$ cat src/rtl/snake_pkg.sv
// Shared definitions for the snake step engine.
// Holds the direction encoding, default playfield and length limits, start
// position, FSM state type and the reversal-filter helper.
package snake_pkg;

  localparam int GRID_W_DEF  = 40;
  localparam int GRID_H_DEF  = 30;
  localparam int MAX_LEN_DEF = 16;

  localparam int X_W   = 6;
  localparam int Y_W   = 5;
  localparam int LEN_W = 5;
  localparam int IDX_W = 4;

  localparam logic [X_W-1:0]   START_X   = 6'd20;
  localparam logic [Y_W-1:0]   START_Y   = 5'd15;
  localparam logic [LEN_W-1:0] START_LEN = 5'd3;

  typedef enum logic [1:0] {
    DIR_UP    = 2'b00,
    DIR_RIGHT = 2'b01,
    DIR_DOWN  = 2'b10,
    DIR_LEFT  = 2'b11
  } dir_e;

  typedef enum logic [2:0] {
    ST_IDLE   = 3'd0,
    ST_CALC   = 3'd1,
    ST_SCAN   = 3'd2,
    ST_COMMIT = 3'd3,
    ST_DEAD   = 3'd4
  } state_e;

  // Opposite directions differ only in bit 1, so a reversal request is
  // recognised by flipping that bit of the current heading.
  function automatic dir_e eff_dir(input dir_e cur, input dir_e req);
    dir_e res;
    if (req == dir_e'(cur ^ 2'b10)) begin
      res = cur;
    end else begin
      res = req;
    end
    return res;
  endfunction

endpackage

$ cat src/rtl/snake_next_head.sv
// Combinational next-head calculator.
// Ports: head_x/head_y current head, dir heading; next_x/next_y candidate
// head (truncated), oob set when the candidate leaves the playfield.
module snake_next_head
  import snake_pkg::*;
#(
  parameter int GRID_W = GRID_W_DEF,
  parameter int GRID_H = GRID_H_DEF
) (
  input  logic [X_W-1:0] head_x,
  input  logic [Y_W-1:0] head_y,
  input  dir_e           dir,
  output logic [X_W-1:0] next_x,
  output logic [Y_W-1:0] next_y,
  output logic           oob
);

  localparam logic [X_W:0] X_LIM = (X_W+1)'(GRID_W);
  localparam logic [Y_W:0] Y_LIM = (Y_W+1)'(GRID_H);

  logic [X_W:0] ext_x_s;
  logic [Y_W:0] ext_y_s;

  // One extra bit makes 0-1 become all ones, which lands above the limit
  // instead of wrapping to a legal coordinate.
  always_comb begin
    ext_x_s = {1'b0, head_x};
    ext_y_s = {1'b0, head_y};
    case (dir)
      DIR_UP:    ext_y_s = {1'b0, head_y} - (Y_W+1)'(1);
      DIR_RIGHT: ext_x_s = {1'b0, head_x} + (X_W+1)'(1);
      DIR_DOWN:  ext_y_s = {1'b0, head_y} + (Y_W+1)'(1);
      DIR_LEFT:  ext_x_s = {1'b0, head_x} - (X_W+1)'(1);
      default: begin
        ext_x_s = {1'b0, head_x};
        ext_y_s = {1'b0, head_y};
      end
    endcase
    next_x = ext_x_s[X_W-1:0];
    next_y = ext_y_s[Y_W-1:0];
    oob    = (ext_x_s >= X_LIM) || (ext_y_s >= Y_LIM);
  end

endmodule

$ cat src/rtl/snake_step.sv
// Snake game step engine: on a tick it computes the next head, checks walls
// and self-collision one segment per cycle, then shifts the body in one go.
// Inputs: iClock, iReset (sync, active-high), iTick, iDir, iFoodX/iFoodY,
// iRdIdx. Outputs: oSegX/oSegY (segment at iRdIdx), oHeadX/oHeadY, oLength,
// oBusy, oStepDone, oAte, oDead (sticky).
module snake_step
  import snake_pkg::*;
#(
  parameter int GRID_W  = GRID_W_DEF,
  parameter int GRID_H  = GRID_H_DEF,
  parameter int MAX_LEN = MAX_LEN_DEF
) (
  input  logic             iClock,
  input  logic             iReset,
  input  logic             iTick,
  input  logic [1:0]       iDir,
  input  logic [X_W-1:0]   iFoodX,
  input  logic [Y_W-1:0]   iFoodY,
  input  logic [IDX_W-1:0] iRdIdx,
  output logic [X_W-1:0]   oSegX,
  output logic [Y_W-1:0]   oSegY,
  output logic [X_W-1:0]   oHeadX,
  output logic [Y_W-1:0]   oHeadY,
  output logic [LEN_W-1:0] oLength,
  output logic             oBusy,
  output logic             oStepDone,
  output logic             oAte,
  output logic             oDead
);

  state_e             state_r, state_s;
  dir_e               dir_r, eff_dir_s;
  logic [X_W-1:0]     seg_x_r [MAX_LEN];
  logic [Y_W-1:0]     seg_y_r [MAX_LEN];
  logic [LEN_W-1:0]   len_r;
  logic [X_W-1:0]     nxt_x_r, calc_x_s;
  logic [Y_W-1:0]     nxt_y_r, calc_y_s;
  logic               calc_oob_s, calc_eat_s, calc_grow_s;
  logic               eat_r, grow_r;
  logic [IDX_W-1:0]   scan_idx_r, scan_last_r;
  logic [LEN_W-1:0]   scan_last_s;
  logic               scan_hit_s;
  logic               busy_r, step_done_r, ate_r, dead_r;

  snake_next_head #(
    .GRID_W (GRID_W),
    .GRID_H (GRID_H)
  ) u_next_head (
    .head_x (seg_x_r[0]),
    .head_y (seg_y_r[0]),
    .dir    (dir_r),
    .next_x (calc_x_s),
    .next_y (calc_y_s),
    .oob    (calc_oob_s)
  );

  assign eff_dir_s   = eff_dir(dir_r, dir_e'(iDir));
  assign calc_eat_s  = (calc_x_s == iFoodX) && (calc_y_s == iFoodY);
  assign calc_grow_s = calc_eat_s && (len_r < LEN_W'(MAX_LEN));
  // When growing the tail stays put, so it must be included in the scan.
  assign scan_last_s = calc_grow_s ? (len_r - 5'd1) : (len_r - 5'd2);
  assign scan_hit_s  = (seg_x_r[scan_idx_r] == nxt_x_r) &&
                       (seg_y_r[scan_idx_r] == nxt_y_r);

  assign oSegX     = seg_x_r[iRdIdx];
  assign oSegY     = seg_y_r[iRdIdx];
  assign oHeadX    = seg_x_r[0];
  assign oHeadY    = seg_y_r[0];
  assign oLength   = len_r;
  assign oBusy     = busy_r;
  assign oStepDone = step_done_r;
  assign oAte      = ate_r;
  assign oDead     = dead_r;

  // Next-state decision.
  always_comb begin
    state_s = state_r;
    case (state_r)
      ST_IDLE: begin
        if (iTick) state_s = ST_CALC;
        else       state_s = ST_IDLE;
      end
      ST_CALC: begin
        if (calc_oob_s)                          state_s = ST_DEAD;
        else if (!calc_grow_s && len_r == 5'd1) state_s = ST_COMMIT;
        else                                     state_s = ST_SCAN;
      end
      ST_SCAN: begin
        if (scan_hit_s)                       state_s = ST_DEAD;
        else if (scan_idx_r == scan_last_r)   state_s = ST_COMMIT;
        else                                  state_s = ST_SCAN;
      end
      ST_COMMIT: state_s = ST_IDLE;
      ST_DEAD:   state_s = ST_DEAD;
      default:   state_s = ST_IDLE;
    endcase
  end

  // State, datapath and registered status outputs.
  always_ff @(posedge iClock) begin
    if (iReset) begin
      state_r     <= ST_IDLE;
      dir_r       <= DIR_RIGHT;
      len_r       <= START_LEN;
      for (int i = 0; i < MAX_LEN; i++) begin
        seg_x_r[i] <= '0;
        seg_y_r[i] <= '0;
      end
      seg_x_r[0]  <= START_X;
      seg_x_r[1]  <= START_X - 6'd1;
      seg_x_r[2]  <= START_X - 6'd2;
      seg_y_r[0]  <= START_Y;
      seg_y_r[1]  <= START_Y;
      seg_y_r[2]  <= START_Y;
      nxt_x_r     <= '0;
      nxt_y_r     <= '0;
      eat_r       <= 1'b0;
      grow_r      <= 1'b0;
      scan_idx_r  <= '0;
      scan_last_r <= '0;
      busy_r      <= 1'b0;
      step_done_r <= 1'b0;
      ate_r       <= 1'b0;
      dead_r      <= 1'b0;
    end else begin
      state_r <= state_s;
      case (state_r)
        ST_IDLE: begin
          if (iTick) dir_r <= eff_dir_s;
        end
        ST_CALC: begin
          nxt_x_r     <= calc_x_s;
          nxt_y_r     <= calc_y_s;
          eat_r       <= calc_eat_s;
          grow_r      <= calc_grow_s;
          scan_idx_r  <= '0;
          scan_last_r <= scan_last_s[IDX_W-1:0];
        end
        ST_SCAN: scan_idx_r <= scan_idx_r + 4'd1;
        ST_COMMIT: begin
          for (int i = MAX_LEN - 1; i > 0; i--) begin
            seg_x_r[i] <= seg_x_r[i-1];
            seg_y_r[i] <= seg_y_r[i-1];
          end
          seg_x_r[0] <= nxt_x_r;
          seg_y_r[0] <= nxt_y_r;
          if (grow_r) len_r <= len_r + 5'd1;
        end
        default: ;
      endcase
      // Pulses appear the cycle after COMMIT, when the new body is visible.
      step_done_r <= (state_r == ST_COMMIT);
      ate_r       <= (state_r == ST_COMMIT) && eat_r;
      busy_r      <= (state_s == ST_CALC) || (state_s == ST_SCAN) ||
                     (state_s == ST_COMMIT);
      dead_r      <= (state_s == ST_DEAD);
    end
  end

endmodule

$ cat config.mk
export PLATFORM = sky130hd
export DESIGN_NAME = snake_step
export DESIGN_NICKNAME = d
export VERILOG_FILES = /design/src/rtl/snake_pkg.sv /design/src/rtl/snake_next_head.sv /design/src/rtl/snake_step.sv
export SDC_FILE = /design/constraint.sdc
export NUM_CORES = 1
export LEC_CHECK = 0
export CAP_MARGIN = 20
export CORE_ASPECT_RATIO = 1.75
export CORE_MARGIN = 3
export CORE_UTILIZATION = 50
export CTS_CLUSTER_DIAMETER = 80
export DETAILED_ROUTE_END_ITERATION = 10
export PLACE_DENSITY = 0.74
export RECOVER_POWER = 100
export SYNTH_ARGS = -nofsm -noshare
export SYNTH_HDL_FRONTEND = slang
export SYNTH_SLANG_ARGS = --single-unit
$ cat constraint.sdc
create_clock -name iClock -period 13 [get_ports iClock]
set_input_delay 2.6 -clock iClock [delete_from_list [all_inputs] [get_ports iClock]]
set_output_delay 2.6 -clock iClock [all_outputs]
set_load 0.05 [all_outputs]
## Word-level counts from Yosys, hierarchy flattened

Memory sizes are Yosys's and may differ from the RTL's. A register that Yosys moved wholly into a read port is not among the register bits.
Index checks and enable logic that the tools add are counted.

| word-level totals | value |
|---|---|
| memory bits (writable) | 176 |
| output and inout bits | 31 |
| register bits | 35 |
| input bits | 20 |
| bits in latches | 0 |
| memories kept | 2 |
| bits in read-only memories | 0 |

Memory list:

| memory | depth | width | rd ports | clocked after Yosys merged registers in | write ports | line | RTL |
|---|---|---|---|---|---|---|---|
| seg_x_r | 16 | 6 | 17 | 1 | 16 | snake_step.sv:33 | `logic [X_W-1:0] seg_x_r [MAX_LEN];` |
| seg_y_r | 16 | 5 | 17 | 1 | 16 | snake_step.sv:34 | `logic [Y_W-1:0] seg_y_r [MAX_LEN];` |

| cells by class | value |
|---|---|
| shift operators | 0 |
| $lt $le $gt $ge | 3 |
| div/mod/pow operators | 0 |
| add/sub/neg operators | 8 |
| mux-type cells | 57 |
| multipliers | 0 |
| bitwise operators | 40 |
| equality and inequality tests | 18 |
| reductions and logical operators | 14 |

Operators by type and width:

| kind | count |
|---|---|
| 6-bit 2-to-1 mux | 19 |
| 5-bit 2-to-1 mux | 19 |
| 1-bit bitwise OR | 38 |
| 4-bit 2-to-1 mux | 5 |
| 7-bit one-hot mux with 2 select lines | 1 |
| 3-bit by 2-bit equality test with 1-bit output (second input constant) | 4 |
| 6-bit equality test | 2 |
| 3-bit one-hot mux with 4 select lines | 1 |
| 6-bit one-hot mux with 2 select lines | 1 |
| 5-bit equality test | 2 |
| 1-bit 2-to-1 mux | 8 |
| 4-bit one-hot mux with 2 select lines | 1 |
| 6-bit by 1-bit adder with 7-bit output (second input constant) | 1 |
| 7-bit by 6-bit greater-or-equal comparator with 1-bit output (second input constant) | 1 |
| 6-bit by 1-bit subtractor with 7-bit output (second input constant) | 1 |
| 5-bit by 1-bit adder with 6-bit output (second input constant) | 1 |
| 3-bit by 1-bit equality test with 1-bit output (second input constant) | 2 |
| 3-bit equality test (second input constant) | 2 |
| 6-bit by 5-bit greater-or-equal comparator with 1-bit output (second input constant) | 1 |
| 3-bit 2-to-1 mux | 2 |
| 5-bit by 1-bit subtractor with 6-bit output (second input constant) | 1 |
| 5-bit by 1-bit adder with 5-bit output (second input constant) | 1 |
| 5-bit by 1-bit equality test with 1-bit output (second input constant) | 1 |
| 1-bit logical AND | 5 |
| other kinds (16) | 20 |

## Depth between registers and ports, before layout

An unclocked memory read counts as a cell.

| logic depth | value |
|---|---|
| depth after elaboration | 14 |
| depth in mapped cells | 14 |

## Modules after synthesis

Synthesis repeated with hierarchy kept, for this count alone.

| unflattened totals | value |
|---|---|
| cells, all modules | 838 |
| area total of the unflattened synthesis | 11725.0 µm² |

Modules (own cells, without submodules):

| module | cells each | area an instance (µm²) | instances |
|---|---|---|---|
| snake_step | 765 | 11150.7 | 1 |
| snake_next_head | 73 | 574.3 | 1 |

## Worst setup path after synthesis

OpenSTA, ideal clock, no wires.

| timing path | value |
|---|---|
| path kind | register to register |
| start | register state_r[2] |
| end | memory seg_x_r[0][0] (enable) |
| library setup time | 0.955 ns |
| required time | 12.045 ns |
| cell stages (with the launch flop) | 3 |
| arrival time | 12.815 ns |
| slack | -0.770 ns |
| cell sequence | dfxtp_1 nand2b_1 o21ai_0 |

RTL lines:

| element | line | RTL |
|---|---|---|
| start: declaration | snake_step.sv:31 | `state_e state_r, state_s;` |
| start signal: assignment | snake_step.sv:126 | `state_r <= state_s;` |
| end: declaration | snake_step.sv:33 |  |

## Worst setup path in the final report

| timing path | value |
|---|---|
| start | input port iRdIdx[0] |
| end | output port oSegY[3] |

| on the way | value |
|---|---|
| cells in the longest elaborated chain, start to end | 1 |

Ends and longest elaborated chain:

| element | line | RTL |
|---|---|---|
| start: declaration | snake_step.sv:19 | `input logic [IDX_W-1:0] iRdIdx,` |
| memory read 16 x 5 bit | - |  |
| end: declaration | snake_step.sv:21 | `output logic [Y_W-1:0] oSegY,` |

No other way between the ends.

==> results.py <==
metrics = {
    "outcome": {
        "status": "finished, violations left",
        "violations": "max-capacitance violations, max-slew violations",
    },
    "synthesis": {
        "synthCells": 909,
        "synth_top_area_share_pct": 43.9,
        "synthTopCellsByArea": "edfxtp_1 44%, mux4_2 18%, and2_1 8.3%, dfxtp_1 6.5%, xor2_1 2.5%",
        "async_reset_ff_share_pct": 0,
        "ys_seq_area_share_pct": 50.3,
        "yosysTopAreaCell": "edfxtp_1",
        "yosys_register_bits": 215,
        "synth_cell_types": 67,
        "synth_edf_count": 176,
        "avgSynthCellArea_um2": 13.3,
        "synth_area_mm2": 0.0121,
        "syn-num-nets": 942,
        "ys.flop_type": "edfxtp_1",
        "yosysWarnings": 0,
    },
    "drt": {
        "drc": 0,
        "first_pass_iters": 5,
        "routed_via_density": 6.16,
        "drt_iter0_drc": 620,
        "ant_nets": 0,
        "routed_wl_um": 26900,
        "vias": 7663,
        "wl_per_cell_um": 21.6,
    },
    "clock_tree": {
        "numCtsBuffers": 22,
        "cts_resized": 0,
        "cts_tree": "built",
        "clk_latency_ps": 530,
        "cts_hold_buf": 0,
        "clkTransAtPathRegs_ps": 70,
        "post-cts-setup-buffers": 0,
        "cts_htree_levels": 1,
        "cts_buffer_depth": 3,
        "cts_root_buf": "clkbuf_16",
        "cts.sinks": 215,
    },
    "layout": {
        "final_nets": 959,
        "areaGrowthSynthToFinish_pct": 11.9,
        "antennaDiodeCount": 0,
        "drive_gt1_share_pct": 16.7,
        "nFillCells": 1923,
    },
    "timing": {
        "hold_viol": 0,
        "rsz0062_at_grt": "false",
        "setup_tns_ps": 0,
        "worst_slew_pin_slew_ps": 4500,
        "min_period_ps": 9810,
        "setup_viol": 0,
        "skew_ps": 36.4,
        "min_period_over_period_pct": 75.5,
        "max_clock_freq_mhz": 102,
        "slew-limit-headroom_pct": -200,
        "slew_viol_final": 256,
    },
    "die": {
        "initial_core_util_pct": 51.2,
        "coreArea_mm2": 0.0235,
        "die_w_um": 123,
        "num_rows": 74,
        "ioPinCount": 51,
        "die_area_mm2": 0.0261,
        "die_h_um": 211,
    },
    "worst_setup_path": {
        "crit_type": "in -> out",
        "startpoint_type": "primary input",
        "reg2reg_setup_slack_ps": 7280,
        "end_kind": "output pin",
        "cp-startpoint": "iRdIdx[0]",
        "reg2regPathDepth": 5,
        "crit_fanout": 44,
        "timing.rr.end": "seg_x_r[7][0]",
        "required_ps": 10400,
        "rr_startpoint": "state_r[0]",
        "arrival_ps": 7210,
    },
    "grt": {
        "grt_pass1_vias": 7670,
        "grt_start_max_net_pins": 126,
        "overflow": 0,
        "antenna_found_initial": 1,
        "track_usage_pct": 21.4,
        "grt_first_pass_wirelength_um": 43100,
    },
    "placed_design": {
        "hpwlAfterDp_um": 17400,
        "portBuffers": 50,
        "place.gp.congestion": 0.804,
    },
    "power": {
        "pwr-share-clk_pct": 38.5,
        "peakVddDrop_uv": 119,
        "p_int_mw": 1.28,
        "switching_share_pct": 25.9,
        "power.density_mw_per_mm2": 129,
        "p_leak_nw": 4.67,
        "pwr-share-seq_pct": 47.8,
        "comb_power_share_pct": 13.7,
        "switchingPower_mw": 0.450,
        "p_total_mw": 1.73,
    },
    "worst_hold_path": {
        "whs_endpoint": "scan_last_r[2]",
        "min_path_type": "reg -> reg",
        "hold_depth": 2,
        "hold_path_startpoint": "scan_last_r[2]",
    },
    "flow_run": {
        "maxCapViolations": 3,
    },
}
## layer usage
layer | up-vias | GRT usage (%) | wire length [um]
li1 | 3433 | - | -
met1 | 3939 | 28.2 | 10700
met2 | 247 | 35.8 | 14000
met3 | 44 | 3.15 | 1400
met4 | 0 | 7.95 | 814
met5 | - | 0 | 0
## through the flow
stage               hold WS [ps]  instances  instance area, um^2  worst slack (ps)  util [%]
global placement             463       1205                12700              5200      54.1
finish                       482       1245                13500              3190      57.3
floorplan                    430        909                12100              3720         -
CTS                          480       1244                13500              5140      57.3
global route                 505       1245                13500              2570      57.3
detailed placement           469       1205                12700              5140      54.1
## sequential cells by signal, summed over array words and instances (netlist names), named ones only
register / cells
seg_x_r: 96
nxt_x_r: 6
oAte: 1
state_r: 3
oDead: 1
oStepDone: 1
oLength: 5
grow_r: 1
scan_idx_r: 4
eat_r: 1
seg_y_r: 80
scan_last_r: 4
dir_r: 2
nxt_y_r: 5
oBusy: 1
## power by group through the flow
stage	Combinational [mW]	Sequential, mW	Clock, mW
final	0.237	0.829	0.669
after global routing	0.257	0.834	0.706
after CTS	0.241	0.827	0.681
after detailed placement	0.240	0.841	0
after global placement	0.236	0.841	0
after floorplan	0.181	0.835	0
## kinds of logic (layout without fill, tap and decap cells)
| kind of cell | Yosys count | after routing | synth area share (%) |
|---|---|---|---|
| AOI/OAI and AO/OA | 79 | 79 | 4.64 |
| xor gates and xnor gates | 61 | 61 | 4.43 |
| adders and majority gates | 13 | 13 | 1.41 |
| buffers and inverters | 85 | 117 | 3.05 |
| DFF | 215 | 215 | 50.3 |
| muxes | 127 | 127 | 20.8 |
| and+or+nand+nor | 329 | 329 | 15.3 |
## cell usage after synthesis (13+ instances only)
master      n
edfxtp_1  176
clkbuf_1   45
mux4_2     95
nor3_1     14
a21oi_1    17
mux2i_1    29
dfxtp_1    39
nor2_1     30
nand2_1    67
xor2_1     35
o21ai_0    14
buf_2      13
xnor2_1    26
and2_1    160
## cell usage in the layout, fill, tap and decap left out, drive strengths merged, types with 4 or more instances in the layout
cell,Yosys,layout
edfxtp,176,176
and2,160,160
mux4,98,98
nand2,67,67
dfxtp,39,39
xor2,35,35
dlygate4sd3,0,32
nor2,30,30
clkbuf,46,30
mux2i,29,29
xnor2,26,26
a21oi,17,17
clkdlybuf4s50,0,16
nor3,14,14
o21ai,14,14
inv,12,12
nand3,12,12
ha,12,12
buf,26,12
a211oi,11,11
clkinv,1,9
nand4,8,8
nand2b,7,7
nor2b,5,5
nor4,5,5
o211ai,4,4
nand3b,4,4
o31ai,4,4
bufinv,0,4
## how the worst max path moves through the flow
stage | endpoint | slack [ps] | cells past startpoint
finish | oSegY[3] | 3190 | 5
global route | oSegY[3] | 2570 | 5
CTS | oSegY[3] | 5140 | 5
detailed placement | oSegY[3] | 5140 | 5
global placement | oSegX[3] | 5200 | 5
floorplan | seg_x_r[0][0] | 3720 | 3
## layout make-up
cell class | instances | area (um^2) | area share (%)
Tap cell | 304 | 380 | 2.82
Sequential cell | 215 | 6070 | 45.0
Timing Repair Buffer | 65 | 604 | 4.48
Inverter | 13 | 48.8 | 0.362
Clock inverter | 14 | 193 | 1.43
Clock buffer | 25 | 562 | 4.17
Multi-Input combinational cell | 609 | 5630 | 41.7
## worst max-delay path, stage by stage
cell and delay, ps:
buf_2 70, clkbuf_1 2450, mux4_2 740, mux4_2 540
dlygate4sd3_1 790
Power figures use the tool's default switching activity.
